<file path="src/rtl/coef_update_sched.sv">
// ---------------------------------------------------------------------------
// coef_update_sched
//
// Schedules host coefficient writes into the DSP core coefficient RAM so that
// an audio frame never sees a half-applied update. Host entries arrive as
// atomic groups (the final entry carries wr_last) and are buffered in a small
// FIFO. A complete group is committed back-to-back only while the DSP core is
// idle. The frame-start pulse is routed through this block and held back
// while a group is being committed, so every frame sees all or none of it.
//
// Optional feature: define COEF_UPDATE_SCHED_STATS_EN to enable the
// groups_applied / starts_deferred saturating counters. Without it both
// ports are tied to zero.
//
// Ports:
//   clk             oversampling bit clock
//   rst             asynchronous, active-low reset
//   wr_valid        host entry valid
//   wr_ready        FIFO can accept (registered, = not full)
//   wr_addr         coefficient address
//   wr_data         coefficient value
//   wr_last         entry closes a group
//   start_in        frame-start pulse from the ADAT output framer
//   dsp_busy        DSP core is processing a frame
//   start_out       frame-start pulse to the DSP core (registered)
//   coef_we         coefficient RAM write strobe (registered)
//   coef_addr       coefficient RAM write address (registered)
//   coef_data       coefficient RAM write data (registered)
//   start_overrun   sticky: start_in arrived while a start was still pending
//   group_overflow  sticky: FIFO filled without a complete group, FIFO flushed
//   groups_applied  committed-group counter (stats build only, else 0)
//   starts_deferred starts held back by a commit (stats build only, else 0)
// ---------------------------------------------------------------------------
module coef_update_sched #(
  parameter int ADDR_W = 10,
  parameter int DATA_W = 36,
  parameter int DEPTH  = 8
) (
  input  logic              clk,
  input  logic              rst,
  input  logic              wr_valid,
  output logic              wr_ready,
  input  logic [ADDR_W-1:0] wr_addr,
  input  logic [DATA_W-1:0] wr_data,
  input  logic              wr_last,
  input  logic              start_in,
  input  logic              dsp_busy,
  output logic              start_out,
  output logic              coef_we,
  output logic [ADDR_W-1:0] coef_addr,
  output logic [DATA_W-1:0] coef_data,
  output logic              start_overrun,
  output logic              group_overflow,
  output logic [15:0]       groups_applied,
  output logic [15:0]       starts_deferred
);

  localparam int PTR_W = (DEPTH > 1) ? $clog2(DEPTH) : 1;
  localparam int CNT_W = PTR_W + 1;
  localparam int ENT_W = 1 + ADDR_W + DATA_W;

  typedef enum logic [0:0] {
    ST_IDLE  = 1'b0,
    ST_APPLY = 1'b1
  } state_e;

  state_e            state_q, state_d;
  logic [PTR_W-1:0]  wr_ptr_q, wr_ptr_d;
  logic [PTR_W-1:0]  rd_ptr_q, rd_ptr_d;
  logic [CNT_W-1:0]  count_q, count_d;
  logic [CNT_W-1:0]  group_cnt_q, group_cnt_d;
  logic              wr_ready_q, wr_ready_d;
  logic              discard_q, discard_d;
  logic              start_pend_q, start_pend_d;
  logic [1:0]        guard_q, guard_d;
  logic              start_out_q, start_out_d;
  logic              coef_we_q, coef_we_d;
  logic [ADDR_W-1:0] coef_addr_q, coef_addr_d;
  logic [DATA_W-1:0] coef_data_q, coef_data_d;
  logic              start_overrun_q, start_overrun_d;
  logic              group_overflow_q, group_overflow_d;

  logic [ENT_W-1:0]  mem_q [DEPTH];

  logic              accept_s;
  logic              push_s;
  logic              pop_s;
  logic              overflow_s;
  logic              fire_s;
  logic [ENT_W-1:0]  head_s;
  logic              head_last_s;
  logic [ADDR_W-1:0] head_addr_s;
  logic [DATA_W-1:0] head_data_s;

  assign head_s      = mem_q[rd_ptr_q];
  assign head_last_s = head_s[ENT_W-1];
  assign head_addr_s = head_s[ADDR_W+DATA_W-1:DATA_W];
  assign head_data_s = head_s[DATA_W-1:0];

  // Handshake completes even while discarding, so the host keeps flowing.
  assign accept_s   = wr_valid && wr_ready_q;
  // A full FIFO holding no complete group can never commit: the group is too long.
  assign overflow_s = (count_q == CNT_W'(DEPTH)) && (group_cnt_q == {CNT_W{1'b0}});
  assign push_s     = accept_s && !discard_q && !overflow_s;
  assign pop_s      = (state_q == ST_APPLY) && (count_q != {CNT_W{1'b0}});

  // FIFO storage write port; contents need no reset since occupancy guards reads
  always_ff @(posedge clk) begin
    if (push_s) begin
      mem_q[wr_ptr_q] <= {wr_last, wr_addr, wr_data};
    end
  end

  // FIFO pointers, occupancy, complete-group count and overflow discard tracking
  always_comb begin
    wr_ptr_d         = wr_ptr_q;
    rd_ptr_d         = rd_ptr_q;
    count_d          = count_q;
    group_cnt_d      = group_cnt_q;
    discard_d        = discard_q;
    group_overflow_d = group_overflow_q;
    if (overflow_s) begin
      wr_ptr_d         = {PTR_W{1'b0}};
      rd_ptr_d         = {PTR_W{1'b0}};
      count_d          = {CNT_W{1'b0}};
      discard_d        = 1'b1;
      group_overflow_d = 1'b1;
    end else begin
      if (push_s) begin
        wr_ptr_d = wr_ptr_q + PTR_W'(1);
      end else begin
        wr_ptr_d = wr_ptr_q;
      end
      if (pop_s) begin
        rd_ptr_d = rd_ptr_q + PTR_W'(1);
      end else begin
        rd_ptr_d = rd_ptr_q;
      end
      case ({push_s, pop_s})
        2'b10:   count_d = count_q + CNT_W'(1);
        2'b01:   count_d = count_q - CNT_W'(1);
        default: count_d = count_q;
      endcase
      case ({push_s && wr_last, pop_s && head_last_s})
        2'b10:   group_cnt_d = group_cnt_q + CNT_W'(1);
        2'b01:   group_cnt_d = group_cnt_q - CNT_W'(1);
        default: group_cnt_d = group_cnt_q;
      endcase
      // The tail of an oversized group is dropped through its closing entry.
      if (accept_s && discard_q && wr_last) begin
        discard_d = 1'b0;
      end else begin
        discard_d = discard_q;
      end
    end
    // Ready reflects occupancy after this cycle, so a pop frees the slot next cycle.
    wr_ready_d = (count_d != CNT_W'(DEPTH));
  end

  // Scheduler: start forwarding (priority), commit entry, write strobes, guard
  always_comb begin
    state_d         = state_q;
    fire_s          = 1'b0;
    start_pend_d    = start_pend_q;
    start_overrun_d = start_overrun_q;
    guard_d         = guard_q;
    coef_we_d       = 1'b0;
    coef_addr_d     = coef_addr_q;
    coef_data_d     = coef_data_q;
    case (state_q)
      ST_IDLE: begin
        if (start_pend_q || start_in) begin
          fire_s  = 1'b1;
          state_d = ST_IDLE;
        end else if ((group_cnt_q != {CNT_W{1'b0}}) && !dsp_busy && (guard_q == 2'd0)) begin
          state_d = ST_APPLY;
        end else begin
          state_d = ST_IDLE;
        end
      end
      ST_APPLY: begin
        // dsp_busy is deliberately ignored here: a started group always finishes.
        if (pop_s && head_last_s) begin
          state_d = ST_IDLE;
        end else if (!pop_s) begin
          state_d = ST_IDLE;
        end else begin
          state_d = ST_APPLY;
        end
      end
      default: begin
        state_d = ST_IDLE;
      end
    endcase

    if (fire_s) begin
      start_pend_d = 1'b0;
    end else if (start_in) begin
      start_pend_d = 1'b1;
    end else begin
      start_pend_d = start_pend_q;
    end

    if (start_in && start_pend_q && !fire_s) begin
      start_overrun_d = 1'b1;
    end else begin
      start_overrun_d = start_overrun_q;
    end

    // Guard bridges the gap before the DSP core reflects the new frame on dsp_busy.
    if (fire_s) begin
      guard_d = 2'd2;
    end else if (guard_q != 2'd0) begin
      guard_d = guard_q - 2'd1;
    end else begin
      guard_d = 2'd0;
    end

    if (pop_s) begin
      coef_we_d   = 1'b1;
      coef_addr_d = head_addr_s;
      coef_data_d = head_data_s;
    end else begin
      coef_we_d   = 1'b0;
      coef_addr_d = coef_addr_q;
      coef_data_d = coef_data_q;
    end
  end

  assign start_out_d = fire_s;

  // State and output registers
  always_ff @(posedge clk or negedge rst) begin
    if (!rst) begin
      state_q          <= ST_IDLE;
      wr_ptr_q         <= {PTR_W{1'b0}};
      rd_ptr_q         <= {PTR_W{1'b0}};
      count_q          <= {CNT_W{1'b0}};
      group_cnt_q      <= {CNT_W{1'b0}};
      wr_ready_q       <= 1'b1;
      discard_q        <= 1'b0;
      start_pend_q     <= 1'b0;
      guard_q          <= 2'd0;
      start_out_q      <= 1'b0;
      coef_we_q        <= 1'b0;
      coef_addr_q      <= {ADDR_W{1'b0}};
      coef_data_q      <= {DATA_W{1'b0}};
      start_overrun_q  <= 1'b0;
      group_overflow_q <= 1'b0;
    end else begin
      state_q          <= state_d;
      wr_ptr_q         <= wr_ptr_d;
      rd_ptr_q         <= rd_ptr_d;
      count_q          <= count_d;
      group_cnt_q      <= group_cnt_d;
      wr_ready_q       <= wr_ready_d;
      discard_q        <= discard_d;
      start_pend_q     <= start_pend_d;
      guard_q          <= guard_d;
      start_out_q      <= start_out_d;
      coef_we_q        <= coef_we_d;
      coef_addr_q      <= coef_addr_d;
      coef_data_q      <= coef_data_d;
      start_overrun_q  <= start_overrun_d;
      group_overflow_q <= group_overflow_d;
    end
  end

  assign wr_ready       = wr_ready_q;
  assign start_out      = start_out_q;
  assign coef_we        = coef_we_q;
  assign coef_addr      = coef_addr_q;
  assign coef_data      = coef_data_q;
  assign start_overrun  = start_overrun_q;
  assign group_overflow = group_overflow_q;

`ifdef COEF_UPDATE_SCHED_STATS_EN
  logic [15:0] groups_applied_q, groups_applied_d;
  logic [15:0] starts_deferred_q, starts_deferred_d;

  // Saturating statistics counters
  always_comb begin
    groups_applied_d  = groups_applied_q;
    starts_deferred_d = starts_deferred_q;
    if (pop_s && head_last_s && (groups_applied_q != 16'hFFFF)) begin
      groups_applied_d = groups_applied_q + 16'd1;
    end else begin
      groups_applied_d = groups_applied_q;
    end
    if ((state_q == ST_APPLY) && start_in && (starts_deferred_q != 16'hFFFF)) begin
      starts_deferred_d = starts_deferred_q + 16'd1;
    end else begin
      starts_deferred_d = starts_deferred_q;
    end
  end

  // Statistics registers
  always_ff @(posedge clk or negedge rst) begin
    if (!rst) begin
      groups_applied_q  <= 16'd0;
      starts_deferred_q <= 16'd0;
    end else begin
      groups_applied_q  <= groups_applied_d;
      starts_deferred_q <= starts_deferred_d;
    end
  end

  assign groups_applied  = groups_applied_q;
  assign starts_deferred = starts_deferred_q;
`else
  assign groups_applied  = 16'h0000;
  assign starts_deferred = 16'h0000;
`endif

endmodule

</file>
<file path="config.mk">
export PLATFORM = sky130hd
export DESIGN_NAME = coef_update_sched
export DESIGN_NICKNAME = d
export VERILOG_FILES = /design/src/rtl/coef_update_sched.sv
export SDC_FILE = /design/constraint.sdc
export NUM_CORES = 1
export LEC_CHECK = 0
export ABC_AREA = 1
export BUFFER_PORTS_ARGS = -buffer_cell sky130_fd_sc_hd__buf_4
export CORE_MARGIN = 4
export CORE_UTILIZATION = 49
export CTS_CLUSTER_DIAMETER = 80
export DETAILED_ROUTE_END_ITERATION = 12
export PLACE_DENSITY_LB_ADDON = 0.12
export REMOVE_ABC_BUFFERS = 1
export SYNTH_ARGS = -nofsm -noshare
export SYNTH_HDL_FRONTEND = slang
export SYNTH_SLANG_ARGS = --single-unit
</file>
<file path="constraint.sdc">
create_clock -name clk -period 7.91 [get_ports clk]
set_input_delay 1.1865 -clock clk [delete_from_list [all_inputs] [get_ports clk]]
set_output_delay 1.1865 -clock clk [all_outputs]
set_load 0.03 [all_outputs]
</file>
==> Yosys cells after proc, flatten, opt, wreduce, memory -nomap -nowiden <==
Memory sizes are Yosys's and may differ from the RTL's.
Cells that the tools add are included.
Widths: inputs -> output; s select.
{ "word_totals": {"inputBits": 52, "ram_bits": 376, "output_inout_bits": 83, "mem_count": 1, "reg_bits": 70, "word_cells": 82} }
{ "op_classes": {"n_eq_ne": 6, "bitwise": 2, "add_sub_neg": 7, "reduce_logical": 29, "mux": 22} }
{ "mem_list": {"columns": ["name", "words", "width", "rd", "rd_ports_with_merged_regs", "write_ports", "line_no", "text"], "rows": [
  ["mem_q", 8, 47, 1, 0, 1, "83", "logic [ENT_W-1:0] mem_q [DEPTH];"]
]} }
{ "ops": {"columns": ["operator", "count"], "rows": [
  ["$pmux 4 s2", 2],
  ["$logic_and 1x1->1", 13],
  ["$mux 1", 12],
  ["$mux 3", 4],
  ["$reduce_bool 2->1", 6],
  ["$add 4x1->4 const B", 2],
  ["$reduce_bool 4->1", 2],
  ["$sub 4x1->4 const B", 2],
  ["$add 3x1->3 const B", 2],
  ["$eq 2x1->1 const B", 2],
  ["$eq 2x2->1 const B", 2],
  ["$eq 4x4->1 const B", 1],
  ["$logic_not 1->1", 4],
  ["$logic_not 4->1", 1],
  ["$mux 2", 2],
  ["$mux 4", 1],
  ["$ne 4x4->1 const B", 1],
  ["$logic_not 2->1", 1],
  ["$not 1->1", 2],
  ["$pmux 1 s2", 1],
  ["$reduce_and 2->1", 1],
  ["$sub 2x1->2 const B", 1],
  ["$logic_or 1x1->1", 1]
]} }

==> Depth between registers and ports, before layout <==
Gate-level depths: netlist (run 1).
{ "depth": {"depth_word": 8, "ltp_mapped": 20, "mapped_depth_nobuf": 20} }

==> Worst setup path before layout (run 1) <==
No wires, ideal clock.
{ "synth_path": {"path_type": "input port to flip-flop", "startpoint": "input wr_valid", "endpoint": "memory mem_q[0][0] (netlist name) (enable)", "setup_slack_ns": 3.710, "cell_stages": 6, "arrival_time_ns": 3.748, "cell_sequence": "nand2_1 nor2_1 inv_1 nor2_1 nand2_1 nor2_1"} }
{ "synth_between": {"elab_chain_len": 5} }
{ "synth_lines": {"columns": ["element", "line_no", "text"], "rows": [
  ["start, declared", "41", "input logic wr_valid,"],
  ["$logic_and 1x1->1", "101", "assign accept_s = wr_valid && wr_ready_q;"],
  ["$logic_and 1x1->1 (2 in a row)", "104", "assign push_s = accept_s && !discard_q && !overflow_s;"],
  ["$mux 1", "109", "if (push_s) begin"],
  ["$mux 1 (not written as such)", "110", "mem_q[wr_ptr_q] <= {wr_last, wr_addr, wr_data};"],
  ["end, declared", "83", null]
]} }
No other way between the ends.

==> Worst setup path in the final report (run 1) <==
{ "layout_path": {"startpoint": "register count_q[2]", "endpoint": "register group_cnt_q[2]"} }
{ "layout_between": {"elab_chain_len": 8} }
{ "layout_lines": {"columns": ["element", "line_no", "text"], "rows": [
  ["start, declared", "70", "logic [CNT_W-1:0] count_q, count_d;"],
  ["start signal, assigned", "238", "count_q <= {CNT_W{1'b0}};"],
  ["start signal, assigned", "254", "count_q <= count_d;"],
  ["$eq 4x4->1", "103", "assign overflow_s = (count_q == CNT_W'(DEPTH)) && (group_cnt_q == {CNT_W{1'b0}});"],
  ["$logic_and 1x1->1", "103", null],
  ["$logic_not 1->1", "104", null],
  ["$logic_and 1x1->1", "104", null],
  ["$logic_and 1x1->1", "144", "case ({push_s && wr_last, pop_s && head_last_s})"],
  ["$eq 2x1->1 / $eq 2x2->1 (equally long branches)", "144", null],
  ["$reduce_bool 2->1 (no source line)", null, null],
  ["$reduce_and 2->1 (no source line)", null, null],
  ["end signal, assigned", "239", "group_cnt_q <= {CNT_W{1'b0}};"],
  ["end signal, assigned", "255", "group_cnt_q <= group_cnt_d;"],
  ["end, declared", "71", "logic [CNT_W-1:0] group_cnt_q, group_cnt_d;"]
]} }
Parallel ways exist; a longest one is shown, timed or not.
A chain may end at the register's enable or synchronous reset.

==> results of run 1 <==
==> cell usage after synthesis, drive strengths merged (2+ instances only) <==
cell type,instances
or2,2
clkbuf,35
o211ai,92
a21oi,53
xnor2,2
ha,8
nor2,222
edfxtp,376
nand3,57
xor2,3
o21ai,197
nand2,138
dfrtp,69
inv,70
buf,79
==> critical path: cells and delay by family, from the launching register on <==
family          cells  cell delay (ps)
buf+inv             4             1460
xor+xnor            1              170
flops               1              450
compound gates      3              600
fa+ha+maj           2              650
==> stage by stage <==
step	instances	cell area, µm²
floorplan	1329	17300
global placement	1905	18800
detailed placement	1905	18800
CTS	1993	20300
global route	1993	20300
finish	1993	20300
==> cells by family after synthesis <==
family | Yosys count | synth area share, %
flops | 446 | 73.2
simple gates | 422 | 9.41
compound gates | 344 | 11.1
buf+inv | 185 | 5.39
fa+ha+maj | 9 | 0.674
xor+xnor | 5 | 0.246
other cells | 1 | 0.0210
==> power by group through the flow <==
stage                     Clock (mW)  Sequential [mW]  Combinational, mW
after floorplan                    0             3.64               1.16
after global placement             0             3.36               2.21
after detailed placement           0             3.37               2.26
after CTS                       2.22             3.33               2.27
after global routing            2.32             3.38               2.49
final                           2.18             3.32               2.22
==> worst max path at each step <==
| stage | slack (ps) | startpoint | depth (start not counted) | to |
|---|---|---|---|---|
| finish | 4480 | count_q[2] | 10 | group_cnt_q[2] |
| detailed placement | 3930 | wr_valid | 8 | mem_q[5][40] |
| floorplan | 2080 | rd_ptr_q[0] | 12 | group_cnt_q[3] |
| CTS | 4400 | count_q[2] | 10 | group_cnt_q[2] |
| global route | 4190 | count_q[2] | 12 | group_cnt_q[3] |
| global placement | 4070 | wr_valid | 8 | mem_q[5][8] |
==> cell type report <==
class / instances / area (µm²) / area share (%)
Timing Repair Buffer: 115 / 863 / 4.25
Tap cell: 461 / 577 / 2.84
Sequential cell: 446 / 13100 / 64.3
Clock buffer: 65 / 1320 / 6.48
Clock inverter: 23 / 223 / 1.10
Multi-Input combinational cell: 812 / 3990 / 19.7
Inverter: 71 / 274 / 1.35
==> sequential cells by signal (all words and copies together) (netlist names) <==
register,flops
mem_q,376
coef_data,36
coef_addr,10
count_q,4
group_cnt_q,4
rd_ptr_q,3
wr_ptr_q,3
guard_q,2
coef_we,1
discard_q,1
group_overflow,1
start_out,1
start_overrun,1
start_pend_q,1
state_q,1
wr_ready,1
==> layer usage <==
| layer | routed length, µm | share of wire, % | vias up | global-route usage, % |
|---|---|---|---|---|
| li1 | - | - | 5130 | - |
| met1 | 17600 | 46 | 5353 | 28.0 |
| met2 | 18200 | 48 | 265 | 30.8 |
| met3 | 1750 | 4.6 | 51 | 2.91 |
| met4 | 674 | 1.8 | 0 | 5.12 |
| met5 | 0 | 0 | - | 0 |
==> impl_metrics.yaml, run 1 <==
placement:
  dp_hpwl_mm: 20.1
  dp_worst_setup_slack_ps: 3930
  gp_congestion: 0.736
  port_buffers: 102
power_and_ir_drop:
  power.share.combinational_pct: 28.8
  power_frac_seq_pct: 43.0
  switchingPower_mw: 2.70
  vdd_drop_max_mv: 0.254
  clkPwrFrac_pct: 28.2
  cellLeakagePower_nw: 7.43
  fin_total_pwr_mw: 7.72
  swShare_pct: 34.9
  power_density_mw_per_mm2: 380
  p_int_mw: 5.02
timing:
  timing.setup.tns_ps: 0
  setup-violations-final: 0
  fin_skew_ps: 17.5
  min_period_ps: 3430
  max_slew_margin_pct: 20.8
  fmax_mhz: 291
  fin_crit_sh_pct: 43.4
  whs_ps: 472
  worst_pin_slew_ps: 1190
  slew_viol_final: 0
  rsz0062_at_grt: "no"
  setup_ws_ps: 4480
  finalHoldViolations: 0
synthesis:
  synthCells: 1412
  netlist.area_leader.share_pct: 63.4
  synthArstFlopShare_pct: 15.7
  synth-seq-area-share_pct: 73.2
  synth_edf_count: 376
  syn_area_mm2: 0.0178
  ys.flop_type: "edfxtp_1"
  yosys_warnings: 0
  syn_avg_cell_area_um2: 12.6
  ys_seq_elements: 446
  synth_top_area_cell: "edfxtp_1"
  synthTopCellsByArea: "edfxtp_1, dfrtp_1, o21ai_0, nor2_1, o211ai_1"
  synth_cell_types: 33
worst_setup_path:
  critPathSlowestCell: "buf_4"
  r2r_cells: 10
  cp_slowest_stage_delay_ps: 650
  cp_max_fo: 54
  arrival_ps: 3900
  worstPathRequired_ps: 8380
  critPathKind: "flop to flop"
  path_cells: "inv_2 > a31oi_4 > buf_4 > inv_2 > a21oi_1 > ha_1 > inv_1 > fa_1 > xor2_1 > a21oi_1"
  startpoint_type: "flop"
  r2r-end: "group_cnt_q[2]"
  timing.rr.start: "count_q[2]"
  rrSetupSlack_ps: 4480
  cp-end-kind: "flop"
floorplan:
  fp.dieH_um: 199
  die_w_um: 199
  die-area_mm2: 0.0395
  pin_count: 135
  coreArea_mm2: 0.0357
  initial_utilization_pct: 49.9
  rows: 69
finish:
  nFillCells: 2959
  drive_gt1_share_pct: 13.4
  syn_to_final_growth_pct: 13.9
  final_cell_mix: "edfxtp_1, nor2_1, o21ai_0, nand2_1, buf_4"
  nNetsFinal: 1554
  mostFrequentLayoutCell: "edfxtp_1"
  n_antenna_cell: 0
  fin_util_pct: 56.8
detailed_routing:
  drt_iter0_drc: 730
  wl_per_cell_um: 19.2
  drc: 0
  antenna_left: 0
  viasPerCell: 5.42
  vias: 10800
  routed_wl_mm: 38.2
  dr.pass1.iters: 5
global_route:
  antenna_found_initial: 0
  grt_use_total_pct: 19.2
  grt_pass1_vias: 10700
  overflow: 0
  grt_max_degree: 145
  grt_pass1_wl_mm: 60.2
flow_run:
  drv_cap: 0
hold_path:
  min_path_cells: 1
  min_path_type: "flop to flop"
  hp-start: "guard_q[0]"
  holdPathEnd: "guard_q[0]"
status:
  outcome: "finished clean"
clock_tree:
  holdBufCountCts: 0
  insertion_delay_ps: 560
  cts_root_buffer: "clkbuf_16"
  htree_levels: 2
  clk_path_buf_depth: 3
  cts_tree: "yes"
  post_cts_buffers: 0
  clock_sinks: 446
  clk_pin_slew_ps: 60
  cts-resized-gates: 0
  numCtsBuffers: 47
No activity file was read; power rests on OpenSTA's default activity.
==> inputs of run 2 (changes only) <==
Settings changed: ABC_AREA 1 to 0.
Clock period 7.91 ns to 3.4 ns, I/O delays scaled along.
==> impl_metrics.yaml, run 2 <==
synthesis:
  syn_avg_cell_area_um2: 20.0
  yosysMostFrequentCell: "edfxtp_1"
  synthTopCellsByArea: "edfxtp_1, mux4_2, dfrtp_1, mux2i_1, buf_4"
  ys_seq_elements: 446
  synth_top_family_by_area: "multiplexers"
  netlist.area_leader.share_pct: 65.4
  synthArstFlopShare_pct: 15.7
  synth_compound_area_share_pct: 2.33
  synthTopCellsByCount: "edfxtp_1, mux4_2, dfrtp_1"
  synth.area.mux_share_pct: 15.3
  synth-simple-area-share_pct: 2.80
  syn_area_mm2: 0.0173
  synth_top_area_cell: "edfxtp_1"
  synth-seq-area-share_pct: 75.5
  yosys_warnings: 0
  synth_xor_area_share_pct: 0.355
  synth_edf_count: 376
  ys.flop_type: "edfxtp_1"
  synthAdderAreaFrac_pct: 0.696
  synth_cell_types: 48
  synthCells: 862
timing:
  max_slew_margin_pct: 27.7
  min_period_ps: 2810
  fin_crit_sh_pct: 82.8
  timing.setup.tns_ps: 0
  worst_pin_slew_ps: 1080
  whs_ps: 61.6
  fmax_mhz: 355
  rsz0062_at_grt: "no"
  setup-violations-final: 0
  fin_skew_ps: 13.3
  slew_viol_final: 0
  finalHoldViolations: 0
flow_run:
  drv_cap: 0
global_route:
  grt_use_total_pct: 17.7
  antenna_found_initial: 1
  grt_pass1_vias: 8356
  overflow: 0
  grt_max_degree: 81
  grt_pass1_wl_mm: 51.7
worst_setup_path:
  cp_slowest_stage_delay_ps: 500
  arrival_ps: 3240
  critPathSlowestCell: "mux4_2"
  path_buf_inv: 0
  critPathKind: "flop to flop"
  worstPathRequired_ps: 3830
  cp_max_fo: 4
  cp-end-kind: "flop"
  path_delay_family: "multiplexers"
  startpoint_type: "flop"
  path_cells: "mux4_2 > mux2i_1 > nor2_1 > ha_1 > ha_1 > a21o_1 > a21oi_1 > mux2i_1 > mux2_2"
finish:
  fin_util_pct: 58.3
  nNetsFinal: 1049
  stdcell_area_mm2: 0.0202
  final_cell_mix: "edfxtp_1, buf_4, mux4_2, dfrtp_1, nand2_1"
  stdcell_count: 1481
  syn_to_final_growth_pct: 16.9
  drive_gt1_share_pct: 30.6
  largest-register: "mem_q"
  n_antenna_cell: 0
  largest_reg_flops: 376
  mostFrequentLayoutCell: "edfxtp_1"
power_and_ir_drop:
  p_int_mw: 12.8
  power_density_mw_per_mm2: 914
  vdd_drop_max_mv: 0.617
  cellLeakagePower_nw: 7.24
  power_frac_seq_pct: 41.4
  swShare_pct: 30.4
  power.share.combinational_pct: 29.6
  switchingPower_mw: 5.62
  clkPwrFrac_pct: 29.1
placement:
  placedCellCount: 1395
  dp_hpwl_mm: 17.0
  placed_area_mm2: 0.0185
  gp_congestion: 0.741
  port_buffers: 102
detailed_routing:
  viasPerCell: 5.42
  antenna_left: 0
  drt_iter0_drc: 495
  wl_per_cell_um: 22.5
  drc: 0
  dr.pass1.iters: 5
  routed_wl_mm: 33.4
  vias: 8032
clock_tree:
  cts-resized-gates: 0
  clk_pin_slew_ps: 60
  insertion_delay_ps: 550
  holdBufCountCts: 0
  clk_path_buf_depth: 3
  clock_sinks: 446
  htree_levels: 2
  post_cts_buffers: 0
  cts_root_buffer: "clkbuf_16"
  cts_tree: "yes"
  numCtsBuffers: 46
floorplan:
  rows: 68
  die-area_mm2: 0.0383
  pin_count: 135
  fp.dieH_um: 196
  initial_utilization_pct: 49.9
  die_w_um: 196
  coreArea_mm2: 0.0346
hold_path:
  min_path_type: "input pin to asynchronous set/reset pin"
status:
  outcome: "finished clean"
## run 2: changes by cell type after synthesis, sizes merged, moves of 24 or more
cell	delta
nor2	-205
o21ai	-149
mux4	+94
o211ai	-92
nand2	-82
inv	-64
nand3	-54
mux2i	+51
a21oi	-45
clkbuf	-24
## run 2: area by class of cell
cell class              instances  area (µm²)
clock buffers                  65        1390
clock inverters                21         282
fillers                      2545       14400
inverters                       6        22.5
multi-input cells             366        3870
flip-flops and latches        446       13100
well taps                     455         569
repair buffers                122        1000
## run 2: cell families (layout without fill, tap and decap cells)
group	after synthesis	in the layout
DFF	446	446
muxes	146	146
AOI/OAI and AO/OA	71	71
other	1	32
xor gates and xnor gates	7	7
adders and majority gates	9	9
buffers and inverters	81	214
and+or+nand+nor	101	101
## run 2: worst reg2reg max path: stages, from the launching register on
cell	delay, ps
dfrtp_4	450
mux4_2	500
mux2i_1	240
nor2_1	70
ha_1	240
ha_1	290
a21o_1	170
a21oi_1	170
mux2i_1	220
mux2_2	340
## run 2: power groups by stage
stage	clock (mW)	combinational, mW	sequential [mW]
after CTS	5.49	5.61	7.65
after detailed placement	0	5.60	7.75
after floorplan	0	3.07	8.63
after global routing	5.73	5.97	7.74
final	5.37	5.45	7.63
after global placement	0	5.58	7.72
## run 2: path summary, 6_finish.rpt
check / from / end / slack [ps] / cells past startpoint
min in group clk: wr_data[27] / mem_q[3][27] / 190 / 1
setup reg to reg: rd_ptr_q[0] / group_cnt_q[3] / 590 / 9
hold / removal: rst / coef_data[19] / 60 / 1
hold reg to reg: guard_q[0] / guard_q[0] / 460 / 1
setup / recovery: rd_ptr_q[0] / group_cnt_q[3] / 590 / 9
max in group asynchronous: rst / coef_addr[4] / 2560 / 2
## run 2: metrics by stage
stage	power [mW]	worst slack (ps)
6_report	18.5	586
5_1_grt	19.4	413
4_1_cts	18.7	574
3_5_place_dp	13.4	586
3_3_place_gp	13.3	623
2_1_floorplan	11.7	-2790
## run 2: layer usage
metal / wire [µm] / vias to the layer above / GRT usage [%]
li1: - / 3618 / -
met1: 14700 / 4173 / 25.1
met2: 16400 / 185 / 28.7
met3: 1630 / 54 / 3.35
met4: 663 / 2 / 4.63
met5: 20 / - / 0
